==> config.mk <==
export PLATFORM = sky130hd
export DESIGN_NAME = tl_ul_link_buffer
export DESIGN_NICKNAME = d
export VERILOG_FILES = /design/src/rtl/tl_ul_link_buffer.sv
export SDC_FILE = /design/constraint.sdc
export NUM_CORES = 1
export LEC_CHECK = 0
export ABC_AREA = 1
export BUFFER_PORTS_ARGS = -buffer_cell sky130_fd_sc_hd__buf_4
export CORE_ASPECT_RATIO = 1.25
export CORE_MARGIN = 2
export CORE_UTILIZATION = 40
export CTS_CLUSTER_DIAMETER = 80
export DETAILED_ROUTE_END_ITERATION = 8
export HOLD_SLACK_MARGIN = 0.05
export PLACE_DENSITY_LB_ADDON = 0.2
export SYNTH_ARGS = -nofsm -noshare
export SYNTH_HDL_FRONTEND = slang
export SYNTH_SLANG_ARGS = --single-unit
export TNS_END_PERCENT = 5
==> constraint.sdc <==
create_clock -name clock -period 2.1 [get_ports clock]
set_input_delay 0.21 -clock clock [delete_from_list [all_inputs] [get_ports clock]]
set_output_delay 0.21 -clock clock [all_outputs]
set_load 0.05 [all_outputs]
==> src/rtl/tl_ul_link_buffer.sv <==
// TL-UL link buffer: registered A/D channel FIFOs with a cap on outstanding A requests.
// Every output is driven from flops only; there is no input-to-output combinational path.

module tl_ul_link_fifo #(
  parameter int unsigned WIDTH = 8,
  parameter int unsigned DEPTH = 2
) (
  input  logic             clock,
  input  logic             reset,
  input  logic             in_valid,
  output logic             in_ready,
  input  logic [WIDTH-1:0] in_bits,
  input  logic             deq,
  output logic             not_empty,
  output logic [WIDTH-1:0] out_bits
);
  localparam int unsigned AW = $clog2(DEPTH);

  logic [WIDTH-1:0] mem [DEPTH];
  logic [AW-1:0]    wr_ptr;
  logic [AW-1:0]    rd_ptr;
  logic [AW:0]      count;
  logic             enq;

  // Full means not ready, even if a dequeue happens this cycle: no bypass path.
  assign in_ready  = (count != (AW+1)'(DEPTH));
  assign enq       = in_valid & in_ready;
  assign not_empty = (count != '0);
  assign out_bits  = mem[rd_ptr];

  always_ff @(posedge clock or negedge reset) begin
    if (!reset) begin
      wr_ptr <= '0;
      rd_ptr <= '0;
      count  <= '0;
      for (int unsigned i = 0; i < DEPTH; i++) mem[i] <= '0;
    end else begin
      if (enq) begin
        mem[wr_ptr] <= in_bits;
        wr_ptr      <= (wr_ptr == AW'(DEPTH-1)) ? '0 : wr_ptr + 1'b1;
      end
      if (deq) rd_ptr <= (rd_ptr == AW'(DEPTH-1)) ? '0 : rd_ptr + 1'b1;
      case ({enq, deq})
        2'b10:   count <= count + 1'b1;
        2'b01:   count <= count - 1'b1;
        default: count <= count;
      endcase
    end
  end
endmodule

module tl_ul_link_buffer #(
  parameter int unsigned DEPTH        = 2,
  parameter int unsigned MAX_INFLIGHT = 4
) (
  input  logic        clock,
  input  logic        reset,
  input  logic        in_a_valid,
  output logic        in_a_ready,
  input  logic [78:0] in_a_bits,
  output logic        out_a_valid,
  input  logic        out_a_ready,
  output logic [78:0] out_a_bits,
  input  logic        in_d_valid,
  output logic        in_d_ready,
  input  logic [43:0] in_d_bits,
  output logic        out_d_valid,
  input  logic        out_d_ready,
  output logic [43:0] out_d_bits,
  output logic [3:0]  inflight
);
  logic a_not_empty;
  logic a_fire;
  logic d_in_fire;
  logic d_out_fire;

  assign out_a_valid = a_not_empty && (inflight != 4'(MAX_INFLIGHT));
  assign a_fire      = out_a_valid & out_a_ready;
  assign d_in_fire   = in_d_valid & in_d_ready;
  assign d_out_fire  = out_d_valid & out_d_ready;

  tl_ul_link_fifo #(.WIDTH(79), .DEPTH(DEPTH)) a_fifo (
    .clock    (clock),
    .reset    (reset),
    .in_valid (in_a_valid),
    .in_ready (in_a_ready),
    .in_bits  (in_a_bits),
    .deq      (a_fire),
    .not_empty(a_not_empty),
    .out_bits (out_a_bits)
  );

  tl_ul_link_fifo #(.WIDTH(44), .DEPTH(DEPTH)) d_fifo (
    .clock    (clock),
    .reset    (reset),
    .in_valid (in_d_valid),
    .in_ready (in_d_ready),
    .in_bits  (in_d_bits),
    .deq      (d_out_fire),
    .not_empty(out_d_valid),
    .out_bits (out_d_bits)
  );

  // A D beat with nothing outstanding is a protocol error; the counter holds at 0.
  always_ff @(posedge clock or negedge reset) begin
    if (!reset) begin
      inflight <= '0;
    end else if (a_fire && !d_in_fire) begin
      inflight <= inflight + 1'b1;
    end else if (!a_fire && d_in_fire && (inflight != '0)) begin
      inflight <= inflight - 1'b1;
    end
  end
endmodule
==> results.md, run 1 <==
- Reg-to-Reg Start: d_fifo.count[0]
- Post-synth ARST share: 100%
- Global-route usage over all layers: a little under a fifth
- DR DRC count: 0
- Worst setup path class: flop to output port
- Synthesized area per cell: approximately 9 um^2
- Via density: approximately 4.7
- Max Freq: a little under 0.5 GHz
- Global placer's final weighted congestion: ~0.75
- Synth Area in XOR/XNOR: less than 1%
- Num rows: just under 70
- Worst-skew pair later-pin latency: approximately 530 ps
- HP Class: input pin to async pin
- Simple-Gate Fraction of Synth Area: between 10% and 20%
- Overall routed net length: about 28000 um
- Routed vias: around 9500
- Clk slew on worst S/H paths: roughly 60 ps
- Primary FF master, synth: dfrtp_1
- Final setup viols: 0
- First-pass GRT wire length: between 40000 and 50000 um
- Post-synthesis cell type count: 27
- Starting Density: 40.5%
- Clock sink count: about 260
- Synthesized-area fraction occupied by adder cells: less than 1%
- Max Cap Violations: 0
- Crit-path cells: buf_4 > o21ai_0 > buf_4
- # IOs: 260
- Worst Path Required: roughly 1900 ps
- Synth top cells by count: nand2_1, dfrtp_1, o21ai_0
- Crit-path max FO: 21
- #FFs+latches synth: roughly 260
- CTS buffer count: 28
- Fill cells: 2533
- Cell taking the most area after synthesis: dfrtp_1
- Layout cells sized above 1: between 20 and 25%
- Largest cells by area after synthesis: dfrtp_1, nand2_1, o21ai_0
- Mapped Cells: about 1300
- Largest family of logic cells by synthesized area: simple AND/OR/NAND/NOR gates
- Number of flops mapped to enable cells by yosys: 0
- Yosys top cell area share: a little under three fifths
- Total core area: ~28000 um^2
- Area post-placement: 13700 um^2
- Antenna violations before repair: 3
- Slowest stage cell, crit path: dfrtp_4
- Fin crit period: about 2000 ps
- Final #Nets: between 1500 and 2000
- Avg WL per Cell: around 14 um
- Critical path capture point type: output port
- Status: complete, no violations
- Mux share of post-synthesis cell area: about 4.3%
- Worst-margin pin slew: about 480 ps
- 1st-iter DRT viols: 438
- Slew HR: between 60% and 70%
- 1st-pass router iterations: 5
- P&R area growth vs syn: 39.2%
- CTS tree: built
- Final Skew: between 5 and 6 ps
- Synth Area in Compound Gates: between 10% and 20%
- Post-synthesis net count: ~1400
- Die Y-Extent: 193 um
- Tcrit/Tclk final: a little over nine tenths
- CP Launch Type: flop
- Syn. warnings: 0
- Clock tree root driver cell: clkbuf_16
- Max H-tree Level: 1
- Max stage delay on crit path: around 590 ps
- Post-CTS Repair Setup Buffers: 0
- Slew Limit Fails: 0
- CP Launch Point: d_fifo.rd_ptr
- Mapped Area: ~11000 um^2
- Vias in the first global route: around 9400
- I/O Buffers: between 200 and 300
- Worst EP arrival: 1810 ps
- Sequential area share after synthesis: approximately 56%
- Largest net degree at the start of global routing: 89
- Dpl hpwl: 17700 um
- Die Wd: roughly 160 um
- Final ANT Viol Nets: 0
- Top-count cell post-synth: nand2_1
- Final Cell Area: roughly 16000 um^2
- Cell mode on critical path: buf_4
- Overflow after GRT: 0
- Die Area: roughly 30000 um^2
- Final Hold Viols: 0
- RSZ-0062 raised after global routing: true
- Clk buf depth: 3
worst paths after layout:
path,end,slack (ps),depth (start not counted)
max reg2reg,inflight[3],280,13
max,out_d_bits[26],80,3
min,a_fifo.mem[93],200,2
max in group asynchronous,a_fifo.mem[138],1200,3
min in group clock,d_fifo.mem[87],440,4
min reg2reg,a_fifo.mem[131],480,2
cell type report:
cell class	instances	area, um^2	share of cell area [%]
clock buffers	44	842	5.28
inverters	138	520	3.26
well taps	355	444	2.78
flip-flops and latches	258	6460	40.5
diodes	3	7.51	0.0471
clock inverters	7	35.0	0.220
multi-input cells	832	4070	25.5
repair buffers	410	3570	22.4
cell families after synthesis:
logic type | after synthesis
and+or+nand+nor | 522
AOI/OAI and AO/OA | 253
muxes | 44
DFF | 258
adders and majority gates | 5
buffers and inverters | 213
xor gates and xnor gates | 8
routing by layer:
metal / track usage, % / vias to the layer above / share of wire (%)
li1: - / 4798 / -
met1: 25.0 / 4452 / 45
met2: 30.4 / 250 / 47
met3: 4.32 / 31 / 6.8
met4: 4.15 / 0 / 1.6
met5: 0 / - / 0
worst max-delay path, delay by kind of cell (launching register included):
| family | cells | cell delay (ps) |
|---|---|---|
| AO/OA/AOI/OAI | 1 | 210 |
| flip-flops | 1 | 590 |
| buffers and inverters | 2 | 470 |
timing repair:
item                                   4_1_cts  5_1_grt
setup endpoints to repair                    4       46
pin swaps                                    0        0
endpoints found under the hold margin      393        0
gates cloned                                 1        0
hold buffers                               128        0
resized for setup                            2        8
layout by cell type (no fill, tap or decap), types with 5 or more instances in the layout:
| cell type | n |
|---|---|
| o21ai_0 | 175 |
| o21ai_2 | 40 |
| nor2_1 | 7 |
| dlygate4sd3_1 | 128 |
| buf_12 | 10 |
| inv_1 | 135 |
| o21ai_1 | 35 |
| mux2_2 | 40 |
| nand2_1 | 503 |
| dfrtp_1 | 256 |
| clkinv_2 | 7 |
| xor2_1 | 5 |
| clkbuf_16 | 29 |
| clkbuf_1 | 9 |
| buf_4 | 268 |
| clkbuf_8 | 6 |
sequential cells by signal, summed over array words and instances (netlist names):
signal and count:
a_fifo.count 2, a_fifo.mem 158, a_fifo.rd_ptr 1, a_fifo.wr_ptr 1
d_fifo.count 2, d_fifo.mem 88, d_fifo.rd_ptr 1, d_fifo.wr_ptr 1
inflight 4
metrics by stage:
step	setup WS [ps]	hold slack, ps	instances	util [%]	setup TNS (ps)
floorplan	34.0	-85.6	1303	-	0
global placement	344	174	1864	48.5	0
detailed placement	287	173	1864	48.5	0
CTS	1.90	201	2044	56.3	0
global route	-7.94	223	2047	56.3	-7.94
finish	77.0	196	2047	56.3	0
Power of run 1 is left out: the tool's default activity adds up to more than one toggle a clock period on the data nets, which glitch-free logic cannot reach.
==> run 2: changes to the inputs <==
--- a/config.mk
+++ b/config.mk
@@ -6,12 +6,12 @@
 export NUM_CORES = 1
 export LEC_CHECK = 0
 export ABC_AREA = 1
-export BUFFER_PORTS_ARGS = -buffer_cell sky130_fd_sc_hd__buf_4
 export CORE_ASPECT_RATIO = 1.25
 export CORE_MARGIN = 2
 export CORE_UTILIZATION = 40
 export CTS_CLUSTER_DIAMETER = 80
 export DETAILED_ROUTE_END_ITERATION = 8
+export DONT_BUFFER_PORTS = 1
 export HOLD_SLACK_MARGIN = 0.05
 export PLACE_DENSITY_LB_ADDON = 0.2
 export SYNTH_ARGS = -nofsm -noshare
==> run 2 against run 1 <==
Worst setup slack improved by 81 ps. Worst hold slack worse by 820 ps. Design area hardly changed. The run now ends with negative hold slack left. Non-clock buffer count decreased by 135. Global-route usage hardly changed. First-iteration DRC count decreased by 3.9%.
==> results.md, run 2 (synthesized netlist as in run 1, its figures left out) <==
- Biggest regs: a_fifo.mem (158), d_fifo.mem (88), inflight (4)
- Die Wd: 155 um (unchanged)
- CP Launch Type: flop
- HP Class: input pin to async pin
- Post-CTS Repair Setup Buffers: 0 (unchanged)
- Layout cells sized above 1: 18.1% (-6.6 points)
- Met3 track demand over resource: 4.44% (+0.11 points)
- Clk buf depth: 3 (unchanged)
- # IOs: 260 (unchanged)
- Crit-path cells: buf_12 > nand2_1 > o21ai_1 > buf_4
- Slew Limit Fails: 0 (unchanged)
- 1st-pass router iterations: 5 (unchanged)
- CTS buffer count: 28 (unchanged)
- Overall routed net length: 27300 um (-2.6%)
- Area post-placement: 13800 um^2 (about the same)
- Vias in the first global route: 9120 (-3.1%)
- Final Hold Viols: 258 (+258)
- Final Skew: 11.4 ps (+6.17 ps)
- Die Area: 30000 um^2 (unchanged)
- Final #Nets: 1667 (-7.5%)
- Num rows: 69 (unchanged)
- Final ANT Viol Nets: 0 (unchanged)
- Dpl hpwl: 17100 um (-3.5%)
- Max H-tree Level: 1 (unchanged)
- P&R area growth vs syn: 39.1% (about the same)
- Fill cells: 2489 (-1.7%)
- GR Layer Usage met2: 30.0% (-0.49 points)
- Final Cell Area: 15900 um^2 (about the same)
- Core Util, Final: 56.3% (about the same)
- Status: complete, but fails checks
- Clock sink count: 258 (unchanged)
- Clock tree root driver cell: clkbuf_16
- Largest net degree at the start of global routing: 259 (+190%)
- First-pass GRT wire length: 46300 um (-0.61%)
- Slowest stage cell, crit path: dfrtp_2
- Max Freq: 0.515 GHz (+4.2%)
- Global route hottest layer: met2
- Slew HR: 70.3% (+2.4 points)
- Starting Density: 40.5% (unchanged)
- Antenna violations before repair: 1 (-2)
- Max stage delay on crit path: 370 ps (-220 ps)
- 1st-iter DRT viols: 421 (-3.9%)
- Clk slew on worst S/H paths: 60 ps (about the same)
- Final setup viols: 0 (unchanged)
- Crit-path max FO: 89 (+320%)
- Biggest register: a_fifo.mem
- Global-route usage over all layers: 18.5% (-0.049 points)
- Fin crit period: 1940 ps (-81.5 ps)
- Grt met1 use: 25.1% (+0.10 points)
- Avg WL per Cell: 14.3 um (+4.5%)
- Worst Path Required: 1890 ps (about the same)
- RSZ-0062 raised after global routing: false
- Worst-margin pin slew: 445 ps (-36.3 ps)
- Die Y-Extent: 193 um (unchanged)
- Tcrit/Tclk final: 92.5% (-3.9 points)
- Post-CTS Hold Buffers: 127 (-0.78%)
- Most frequent cells in the layout: nand2_1, dfrtp_1, o21ai_0
- Max Cap Violations: 0 (unchanged)
- CTS tree: built
- Worst-skew pair later-pin latency: 530 ps (about the same)
- DR DRC count: 0 (unchanged)
- Worst setup path class: flop to output port
- Setup TNS: 0 ps (unchanged)
- Via density: 4.75 (+1.9%)
- Overflow after GRT: 0 (unchanged)
- Global placer's final weighted congestion: 0.754 (+0.29%)
- Failing checks: negative hold slack
- Worst EP arrival: 1730 ps (-80 ps)
- Total core area: 28300 um^2 (unchanged)
- Routed vias: 9050 (-5.0%)
- Hold_ws: -624 ps (-821 ps)
- Number of flip-flops under the largest register name: 158 (unchanged)
- Commonest non-fill, non-tap cell in the layout: nand2_1
- I/O Buffers: 0 (-100%)
- Critical path capture point type: output port
run 2: critical path: cells and delay by family (launching register included):
family,cells,cell delay [ps]
AO/OA/AOI/OAI,1,130
AND/OR/NAND/NOR,1,100
buffers and inverters,2,540
flip-flops,1,370
run 2: cell type report:
cell class	count	area, um^2	share of cell area (%)
inverter	138	518	3.25
multi-input combinational	832	4070	25.5
tap	355	444	2.79
clock inverter	5	81.3	0.510
clock buffer	43	838	5.26
antenna	1	2.50	0.0157
sequential	258	6460	40.5
timing repair buffer	275	3540	22.2
run 2: path summary, 6_finish.rpt:
path	to	startpoint	slack (ps)	depth (start not counted)
hold / removal	a_fifo.mem[14]	reset	-620	0
setup reg to reg	inflight[3]	d_fifo.count[0]	330	13
max in group asynchronous	d_fifo.mem[69]	reset	2410	0
hold reg to reg	a_fifo.mem[136]	a_fifo.mem[136]	480	2
min in group clock	d_fifo.count[0]	in_d_valid	140	4
setup / recovery	out_d_bits[0]	d_fifo.rd_ptr	160	4
run 2: through the flow:
stage          hold WS (ps)  cells  setup WS [ps]
2_1_floorplan         -85.6   1303           34.0
3_3_place_gp          -76.4   1731            348
3_5_place_dp          -77.5   1731            321
4_1_cts                -645   1906           44.5
5_1_grt                -651   1907           60.5
6_report               -624   1907            158
run 2: repair_timing:
item,in CTS,in global routing
gates resized for setup,0,1
endpoints found under the hold margin,510,258
setup endpoints to repair,0,6
run 2: metal layers:
| metal | vias up | wire (um) |
|---|---|---|
| met5 | - | 0 |
| met4 | 0 | 494 |
| met3 | 34 | 1900 |
| met2 | 234 | 12600 |
| met1 | 4259 | 12300 |
| li1 | 4523 | - |
Power of run 2 is left out for the same reason.
==> run 3: changes to the inputs <==
--- a/config.mk
+++ b/config.mk
@@ -5,7 +5,6 @@
 export SDC_FILE = /design/constraint.sdc
 export NUM_CORES = 1
 export LEC_CHECK = 0
-export ABC_AREA = 1
 export CORE_ASPECT_RATIO = 1.25
 export CORE_MARGIN = 2
 export CORE_UTILIZATION = 40
==> run 3 against run 2 <==
The run still ends with negative hold slack left. Critical path depth shrank 2. Worst setup slack worse by 120 ps. Area after synthesis shrank 1.3%. Design area down 12%. Non-clock buffer count is 124 lower. Routed wire length is 9.7% lower. Global-route usage decreased by 2.1 points. Die area decreased by 1.3%. Fmax is 6.0% lower. Via count decreased by 31%. Synthesized cell count fell by 46%. Critical path type unchanged. Highest routed layer unchanged.
==> results.md, run 3 <==
- Post-CTS Hold Buffers: 126 (-0.79%)
- Primary FF master, synth: dfrtp_1
- Via density: 5.14 (+8.4%)
- Fill cells: 2320 (-6.8%)
- Largest cells by area after synthesis: dfrtp_1, mux2_2, mux2_4
- Number of flops mapped to enable cells by yosys: 0 (unchanged)
- Tcrit/Tclk final: 98.3% (+5.9 points)
- Failing checks: negative hold slack
- Dpl hpwl: 16300 um (-4.8%)
- Number of flip-flops under the largest register name: 158 (unchanged)
- #FFs+latches synth: 258 (unchanged)
- Final setup viols: 0 (unchanged)
- Starting Density: 40.8% (+0.31 points)
- Syn. warnings: 0 (unchanged)
- Worst setup path class: flop to output port
- Crit-path max FO: 31 (-65%)
- Layout cells sized above 1: 52.2% (+34 points)
- Yosys top cell area share: 57.1% (+0.74 points)
- Post-synthesis net count: 844 (-41%)
- Biggest regs: a_fifo.mem (158), d_fifo.mem (88), inflight (4)
- Avg WL per Cell: 20.2 um (+41%)
- Post-synthesis cell type count: 32 (+19%)
- Overflow after GRT: 0 (unchanged)
- Critical path capture point type: output port
- Overall routed net length: 24700 um (-9.7%)
- Total core area: 27700 um^2 (-2.1%)
- Sequential area share after synthesis: 57.1% (+0.74 points)
- Final ANT Viol Nets: 0 (unchanged)
- Commonest non-fill, non-tap cell in the layout: mux2_2
- Status: complete, but fails checks
- 1st-pass router iterations: 4 (-1)
- # diodes: 0 (-1)
- Most frequent cells in the layout: mux2_2, dfrtp_1, dlygate4sd3_1
- Synthesized area per cell: 15.9 um^2 (+81%)
- Hold_ws: -626 ps (-1.58 ps)
- Final Hold Viols: 258 (unchanged)
- Fin crit period: 2060 ps (+123 ps)
- Mapped Cells: 710 (-46%)
- Biggest register: a_fifo.mem
- Max Cap Violations: 0 (unchanged)
- Antenna violations before repair: 0 (-1)
- Largest net degree at the start of global routing: 259 (unchanged)
- Post-route setup slack: 35.4 ps (-123 ps)
- CTS buffer count: 28 (unchanged)
- Die Wd: 154 um (-0.63%)
- Final #Nets: 987 (-41%)
- # IOs: 260 (unchanged)
- RSZ-0062 raised after global routing: true
- Setup TNS: 0 ps (unchanged)
- 1st-iter DRT viols: 186 (-56%)
- Top-count cell post-synth: mux2_2
- Vias in the first global route: 7093 (-22%)
- HP Class: input pin to async pin
- Routed vias: 6285 (-31%)
- Clk slew on worst S/H paths: 60 ps (about the same)
- Slew HR: 44.0% (-26 points)
- Worst-margin pin slew: 840 ps (+395 ps)
- Worst EP arrival: 1850 ps (+120 ps)
- Worst Path Required: 1890 ps (about the same)
- Num rows: 68 (-1.4%)
- Die Y-Extent: 192 um (-0.64%)
- Max H-tree Level: 1 (unchanged)
- Global placer's final weighted congestion: 0.753 (-0.15%)
- Cell taking the most area after synthesis: dfrtp_1
- Final Skew: 9.63 ps (-1.79 ps)
- Post-synth ARST share: 100% (unchanged)
- Clock tree root driver cell: clkbuf_16
- Pre-CTS WS: 89.0 ps (-232 ps)
- Max Freq: 0.484 GHz (-6.0%)
- Slew Limit Fails: 0 (unchanged)
- Mapped Area: 11300 um^2 (-1.3%)
- Synth top cells by count: mux2_2, dfrtp_1, buf_2
- Clk buf depth: 3 (unchanged)
- First-pass GRT wire length: 38900 um (-16%)
- Die Area: 29700 um^2 (-1.3%)
- DR DRC count: 0 (unchanged)
- I/O Buffers: 0 (unchanged)
- Clock sink count: 258 (unchanged)
- CP Launch Type: flop
- Worst-skew pair later-pin latency: 530 ps (about the same)
- CTS tree: built
- Global-route usage over all layers: 16.3% (-2.1 points)
- P&R area growth vs syn: 23.8%
## run 3: changes by cell type after synthesis, moves of 9 or more
| cell | before | now |
|---|---|---|
| mux2_2 | 40 | 356 |
| clkbuf_1 | 42 | 4 |
| nand2_1 | 503 | 0 |
| o21ai_0 | 180 | 0 |
| mux2_4 | 0 | 10 |
| o21ai_1 | 30 | 1 |
| buf_2 | 11 | 20 |
| buf_6 | 18 | 8 |
| o21ai_2 | 40 | 0 |
| inv_1 | 135 | 1 |
## run 3: layer usage
layer | up-vias | part of all wire [%] | track usage, %
met5 | - | 0 | 0
met4 | 0 | 2.6 | 5.48
met3 | 45 | 7.9 | 4.85
met2 | 220 | 51 | 28.8
met1 | 3201 | 39 | 19.1
li1 | 2819 | - | -
## run 3: through the flow
stage	cell area [um^2]	cells	utilization [%]	hold slack, ps
2_1_floorplan	11300	710	-	-85.6
3_3_place_gp	11800	1046	42.6	-79.6
3_5_place_dp	11800	1046	42.6	-79.5
4_1_cts	14000	1222	50.4	-658
5_1_grt	14000	1222	50.5	-664
6_report	14000	1222	50.5	-626
## run 3: worst max-delay path: stages, from the launching register on
cell     delay, ps
dfrtp_4        550
buf_12         250
mux2_2         500
## run 3: final cells by class
type / count / area [um^2] / share of cell area, %
Tap cell: 350 / 438 / 3.13
Clock inverter: 6 / 58.8 / 0.420
Inverter: 1 / 3.75 / 0.0268
Sequential cell: 258 / 6470 / 46.2
Timing Repair Buffer: 151 / 1560 / 11.2
Multi-Input combinational cell: 413 / 4630 / 33.1
Clock buffer: 43 / 838 / 5.99
## run 3: logic make-up after synthesis
logic type | after synthesis | synth area share [%]
buffers and inverters | 39 | 2.25
adders and majority gates | 5 | 0.619
AOI/OAI and AO/OA | 5 | 0.277
xor gates and xnor gates | 13 | 1.01
muxes | 372 | 37.4
DFF | 258 | 57.1
and+or+nand+nor | 18 | 1.43
## run 3: path summary, 6_finish.rpt
path | to | startpoint | depth (start not counted) | slack (ps)
setup / recovery | out_a_bits[32] | a_fifo.rd_ptr | 2 | 40
hold / removal | a_fifo.mem[84] | reset | 0 | -630
setup reg to reg | inflight[3] | inflight[3] | 9 | 90
hold reg to reg | d_fifo.mem[76] | d_fifo.mem[76] | 1 | 490
max in group asynchronous | a_fifo.mem[54] | reset | 0 | 2020
min in group clock | a_fifo.mem[20] | in_a_valid | 2 | 80
## run 3: timing repair
item	4_1_cts	5_1_grt
setup buffers	1	0
hold endpoints to repair	508	258
endpoints found under the setup margin	88	108
resized for setup	1	4
cloned	0	0
Power of run 3 is left out for the same reason.
